File: config.mk
export PLATFORM = sky130hd
export DESIGN_NAME = fact_accel
export DESIGN_NICKNAME = d
export VERILOG_FILES = /design/src/rtl/fact_accel.sv
export SDC_FILE = /design/constraint.sdc
export NUM_CORES = 1
export LEC_CHECK = 0
export CAP_MARGIN = 20
export CELL_PAD_IN_SITES_DETAIL_PLACEMENT = 1
export CELL_PAD_IN_SITES_GLOBAL_PLACEMENT = 1
export CORE_ASPECT_RATIO = 0.5
export CORE_MARGIN = 3
export CORE_UTILIZATION = 40
export CTS_CLUSTER_SIZE = 24
export DETAILED_ROUTE_END_ITERATION = 16
export GPL_TIMING_DRIVEN = 0
export PLACE_DENSITY = 0.85
export SETUP_SLACK_MARGIN = 0.15
export SLEW_MARGIN = 20
export SYNTH_ARGS = -nofsm -noshare
export SYNTH_HDL_FRONTEND = slang
export SYNTH_SLANG_ARGS = --single-unit
File: constraint.sdc
create_clock -name clk -period 5.4 [get_ports clk]
set_input_delay 1.08 -clock clk [delete_from_list [all_inputs] [get_ports clk]]
set_output_delay 1.08 -clock clk [all_outputs]
set_load 0.02 [all_outputs]
File: src/rtl/fact_accel.sv
// Memory-mapped factorial accelerator: computes n! (n <= 12) with one
// 32x4 multiply per cycle, exposing N / GO / STATUS / RESULT registers
// to the I/O bus and a combinational read port.
module fact_accel (
  input  logic        clk,
  input  logic        rst,
  input  logic        we,
  input  logic [1:0]  a,
  input  logic [31:0] wd,
  output logic [31:0] rd
);

  typedef enum logic [1:0] {
    S_IDLE = 2'd0,
    S_BUSY = 2'd1,
    S_DONE = 2'd2
  } state_e;

  localparam logic [1:0] REG_N      = 2'd0;
  localparam logic [1:0] REG_GO     = 2'd1;
  localparam logic [1:0] REG_STATUS = 2'd2;
  localparam logic [1:0] REG_RESULT = 2'd3;

  // Largest n whose factorial still fits in 32 bits.
  localparam logic [3:0] N_MAX = 4'd12;

  state_e      state_q, state_d;
  logic [3:0]  n_q, n_d;
  logic [31:0] prod_q, prod_d;
  logic [3:0]  cnt_q, cnt_d;
  logic [31:0] result_q, result_d;
  logic        done_q, done_d;
  logic        err_q, err_d;

  logic        wr_n;
  logic        go_acc;
  logic        n_ok;
  logic        busy;

  // Only the low nibble of N and bit 0 of GO carry meaning.
  logic        unused_wd;
  assign unused_wd = ^wd[31:4];

  assign wr_n   = we && (a == REG_N);
  // A GO request while busy is dropped so the running product is untouched.
  assign go_acc = we && (a == REG_GO) && wd[0] && (state_q != S_BUSY);
  assign n_ok   = (n_q <= N_MAX);

  // State register with synchronous reset.
  always_ff @(posedge clk) begin
    // NOTE: sequential state uses non-blocking (<=) so every register samples
    // pre-edge values; blocking here would create order-dependent races.
    if (rst) state_q <= S_IDLE;
    else     state_q <= state_d;
  end

  // Next-state logic: start, overflow short-cut, and countdown completion.
  always_comb begin
    // NOTE: default assignment first so no path leaves state_d unassigned,
    // which would otherwise infer a latch.
    state_d = state_q;
    unique case (state_q)
      S_IDLE, S_DONE: if (go_acc) state_d = n_ok ? S_BUSY : S_DONE;
      S_BUSY:         if (cnt_q <= 4'd1) state_d = S_DONE;
      default:        state_d = S_IDLE;
    endcase
  end

  // Datapath next values: operand latch, iterative multiply, result commit.
  always_comb begin
    n_d      = wr_n ? wd[3:0] : n_q;
    prod_d   = prod_q;
    cnt_d    = cnt_q;
    result_d = result_q;
    done_d   = done_q;
    err_d    = err_q;
    if (go_acc) begin
      if (n_ok) begin
        prod_d = 32'd1;
        cnt_d  = n_q;
        done_d = 1'b0;
        err_d  = 1'b0;
      end else begin
        result_d = 32'd0;
        done_d   = 1'b1;
        err_d    = 1'b1;
      end
    end else if (state_q == S_BUSY) begin
      if (cnt_q > 4'd1) begin
        // Truncation to 32 bits is harmless: 12! still fits.
        prod_d = prod_q * {28'd0, cnt_q};
        cnt_d  = cnt_q - 4'd1;
      end else begin
        result_d = prod_q;
        done_d   = 1'b1;
        err_d    = 1'b0;
      end
    end
  end

  // Datapath registers; reset aborts any computation and clears everything.
  always_ff @(posedge clk) begin
    if (rst) begin
      n_q      <= 4'd0;
      prod_q   <= 32'd0;
      cnt_q    <= 4'd0;
      result_q <= 32'd0;
      done_q   <= 1'b0;
      err_q    <= 1'b0;
    end else begin
      n_q      <= n_d;
      prod_q   <= prod_d;
      cnt_q    <= cnt_d;
      result_q <= result_d;
      done_q   <= done_d;
      err_q    <= err_d;
    end
  end

  // Outputs: busy flag and zero-latency read mux.
  always_comb begin
    busy = (state_q == S_BUSY);
    rd   = 32'd0;
    unique case (a)
      REG_N:      rd = {28'd0, n_q};
      REG_GO:     rd = {31'd0, busy};
      REG_STATUS: rd = {30'd0, err_q, done_q};
      REG_RESULT: rd = result_q;
      default:    rd = 32'd0;
    endcase
  end

endmodule

==> out/results.txt <==
Setup-failing EPs final = 0
Psw = 316.9 µW
Max Transition Viols Final = 0
Final HPWL from detailed placement = 16020 µm
Antenna Cells = 0
Cts bufs inserted = 9
Rows = 32
H-tree lvl count = 3
Clk_skew = 0.008719 ns
Starting density of the core = 0.4231
Cts repair resizes = 0
Vias = 6209
Worst-path clk slew = 0.06 ns
Worst Hold Class = flop to flop
Setup crit start kind = flop
Most common cell after layout, fill and taps aside = inv_1
WS Path Type = flop to flop
Hold path depth = 2
Status = finished clean
Clk Latency, worst-skew pair = 0.34 ns
Fin crit share = 0.9193
Pwr/cell area = 168.8 nW/µm²
Static leakage = 0.003527 µW
Syn-to-layout area delta = 14.79%
Reg2reg path depth = 17
DRT iter0 DRCs = 476
CORE AREA = 15940 µm²
Die height = 97.80 µm
# Post-CTS Setup Buffers = 0
CP endpoint kind = flop
Max-cap violation count = 0
Layout Nets = 1009
Post-Syn Instances = 831
Seq pwr share = 0.434
Vias in the first global route = 6418
Worst IR drop on VDD = 139.6 µV
Peak Freq = 0.2014 GHz
Worst slew pin tran = 1.075 ns
Sw Share = 0.2425
Largest net degree at the start of global routing = 15
Final Wtd Congestion = 0.8728
Io pins = 69
Flops & latches, synth = 76
Avg Cell Area, Syn = 8.112 µm²
Synth warn = 0
CP Data Required Time = 5.63 ns
First drt pass iteration count = 5
CTS Root Cell = clkbuf_16
Slew margin rel. = 0.2804
Routed wire length per instance = 19.20 µm
FILL cells = 1964
Endpoints failing hold = 0
Clk network pwr share = 0.510
CTS tree = built
Final Util = 0.4856
Ys async rst share = 0
Pint = 989.7 µW
Highest-count cells in the layout ignoring fill and taps = inv_1, and2_1, nor2_1
Die footprint = 18540 µm²
Sequential area share after synthesis = 0.2257
Arrival time at the worst endpoint = 5.20 ns
Clk sink count = 76
DRC Markers = 0
Crit path time final = 4.964 ns
Total wire length = 21260 µm
Post-synth top flop = dfxtp_1
Post-route ant nets = 0
Worst-case clock buffer depth = 2
Layout cell share with drive strength beyond 1 = 0.03047
IO Port Bufs = 39
Logic pwr share = 0.055
First-pass GRT wire length = 34330 µm
EDFF count, synth = 0
GRT Util Overall = 0.2317
Chip Width = 189.6 µm
RSZ-0062 raised after global routing = false
Initial antenna violation count = 0
Setup TNS = 0 ns
Worst Path Max Fanout = 10
Vias per cell = 5.609
Count of cell types in the netlist = 51
Grt ovf = 0
Mapped Area = 6741 µm²
Net Count, Synth = 959
Hold buffer count at CTS = 0
[synthesized netlist by cell type (3+ instances only)]
cell type | number | share of area
xnor2_1 | 19 | 0.025
o21a_1 | 3 | 0.0033
nand2b_1 | 5 | 0.0046
a22oi_1 | 46 | 0.051
a22o_1 | 19 | 0.025
nand3_1 | 3 | 0.0022
inv_1 | 113 | 0.063
clkbuf_1 | 39 | 0.022
fa_1 | 57 | 0.17
a21o_1 | 13 | 0.014
nor3_1 | 6 | 0.0045
nor2b_1 | 5 | 0.0046
nand2_1 | 64 | 0.036
dfxtp_1 | 76 | 0.23
o21ai_0 | 16 | 0.012
a31oi_1 | 5 | 0.0046
o21ai_1 | 3 | 0.0022
and3_1 | 32 | 0.030
xor2_1 | 10 | 0.013
mux2i_1 | 4 | 0.0059
and2_1 | 90 | 0.084
o21bai_1 | 5 | 0.0056
a21oi_1 | 36 | 0.027
o211ai_1 | 7 | 0.0078
nand4_1 | 5 | 0.0046
nor2_1 | 81 | 0.045
a211o_1 | 3 | 0.0039
ha_1 | 34 | 0.063
[sequential cells by signal, indices dropped and copies added (netlist names)]
signal,cells
done_q,1
n_q,4
err_q,1
result_q,32
state_q,2
cnt_q,4
prod_q,32
[area by class of cell]
class | instances | area [µm²] | share of cell area
Clock buffer | 9 | 225.2 | 0.02910
Tap cell | 221 | 276.5 | 0.03573
Buffer | 43 | 171.4 | 0.02215
Sequential cell | 76 | 1521 | 0.1966
Inverter | 113 | 424.2 | 0.05481
Timing Repair Buffer | 39 | 390.4 | 0.05044
Multi-Input combinational cell | 599 | 4631 | 0.5984
Clock inverter | 7 | 98.84 | 0.01277
[worst paths after layout]
path,startpoint,to,slack (ns)
setup / recovery,cnt_q[3],prod_q[28],0.44
hold / removal,result_q[25],result_q[25],0.50
setup reg to reg,cnt_q[3],prod_q[28],0.44
hold reg to reg,result_q[25],result_q[25],0.50
[through the flow]
stage	hold WS [ns]	total power (µW)	setup slack, ns	cell area [µm²]	std cells
2_1_floorplan	0.4524	615.0	1.549	6741	831
3_3_place_gp	0.4702	644.8	0.7104	7408	1091
3_5_place_dp	0.4782	648.5	0.5830	7408	1091
4_1_cts	0.4973	1309	0.5314	7732	1107
5_1_grt	0.5303	1342	0.2111	7739	1107
6_report	0.4958	1307	0.4357	7739	1107
[per-layer routing]
layer	global-route usage	vias up	share of wire
li1	-	2849	-
met1	0.3084	3180	0.46
met2	0.4048	155	0.49
met3	0.02869	25	0.041
met4	0.05335	0	0.013
met5	0	-	0
[cells by family after synthesis]
group                      share of synthesized area
AOI/OAI and AO/OA                             0.1810
xor gates and xnor gates                     0.03768
buffers and inverters                        0.08834
muxes                                        0.01095
and+or+nand+nor                               0.2240
DFF                                           0.2257
adders and majority gates                     0.2324
[power by group through the flow]
stage	registers, µW	clock network, µW	logic, µW
6_report	568	667	72.0
5_1_grt	568	698	76.1
4_1_cts	567	672	70.1
3_5_place_dp	580	0	68.6
3_3_place_gp	580	0	65.2
2_1_floorplan	578	0	36.8
[critical path, cell delays in order (launching register included)]
cell	delay [ns]
dfxtp_1	0.42
clkbuf_1	0.66
clkbuf_1	0.54
and2_1	0.25
fa_1	0.18
inv_1	0.05
fa_1	0.52
inv_1	0.05
ha_1	0.30
buf_6	0.14
a211oi_2	0.18
nor2_1	0.09
o41a_1	0.42
o21ai_2	0.22
a31oi_2	0.21
a311oi_2	0.33
xnor2_1	0.10
a22o_1	0.19
Power figures use the tool's default switching activity.
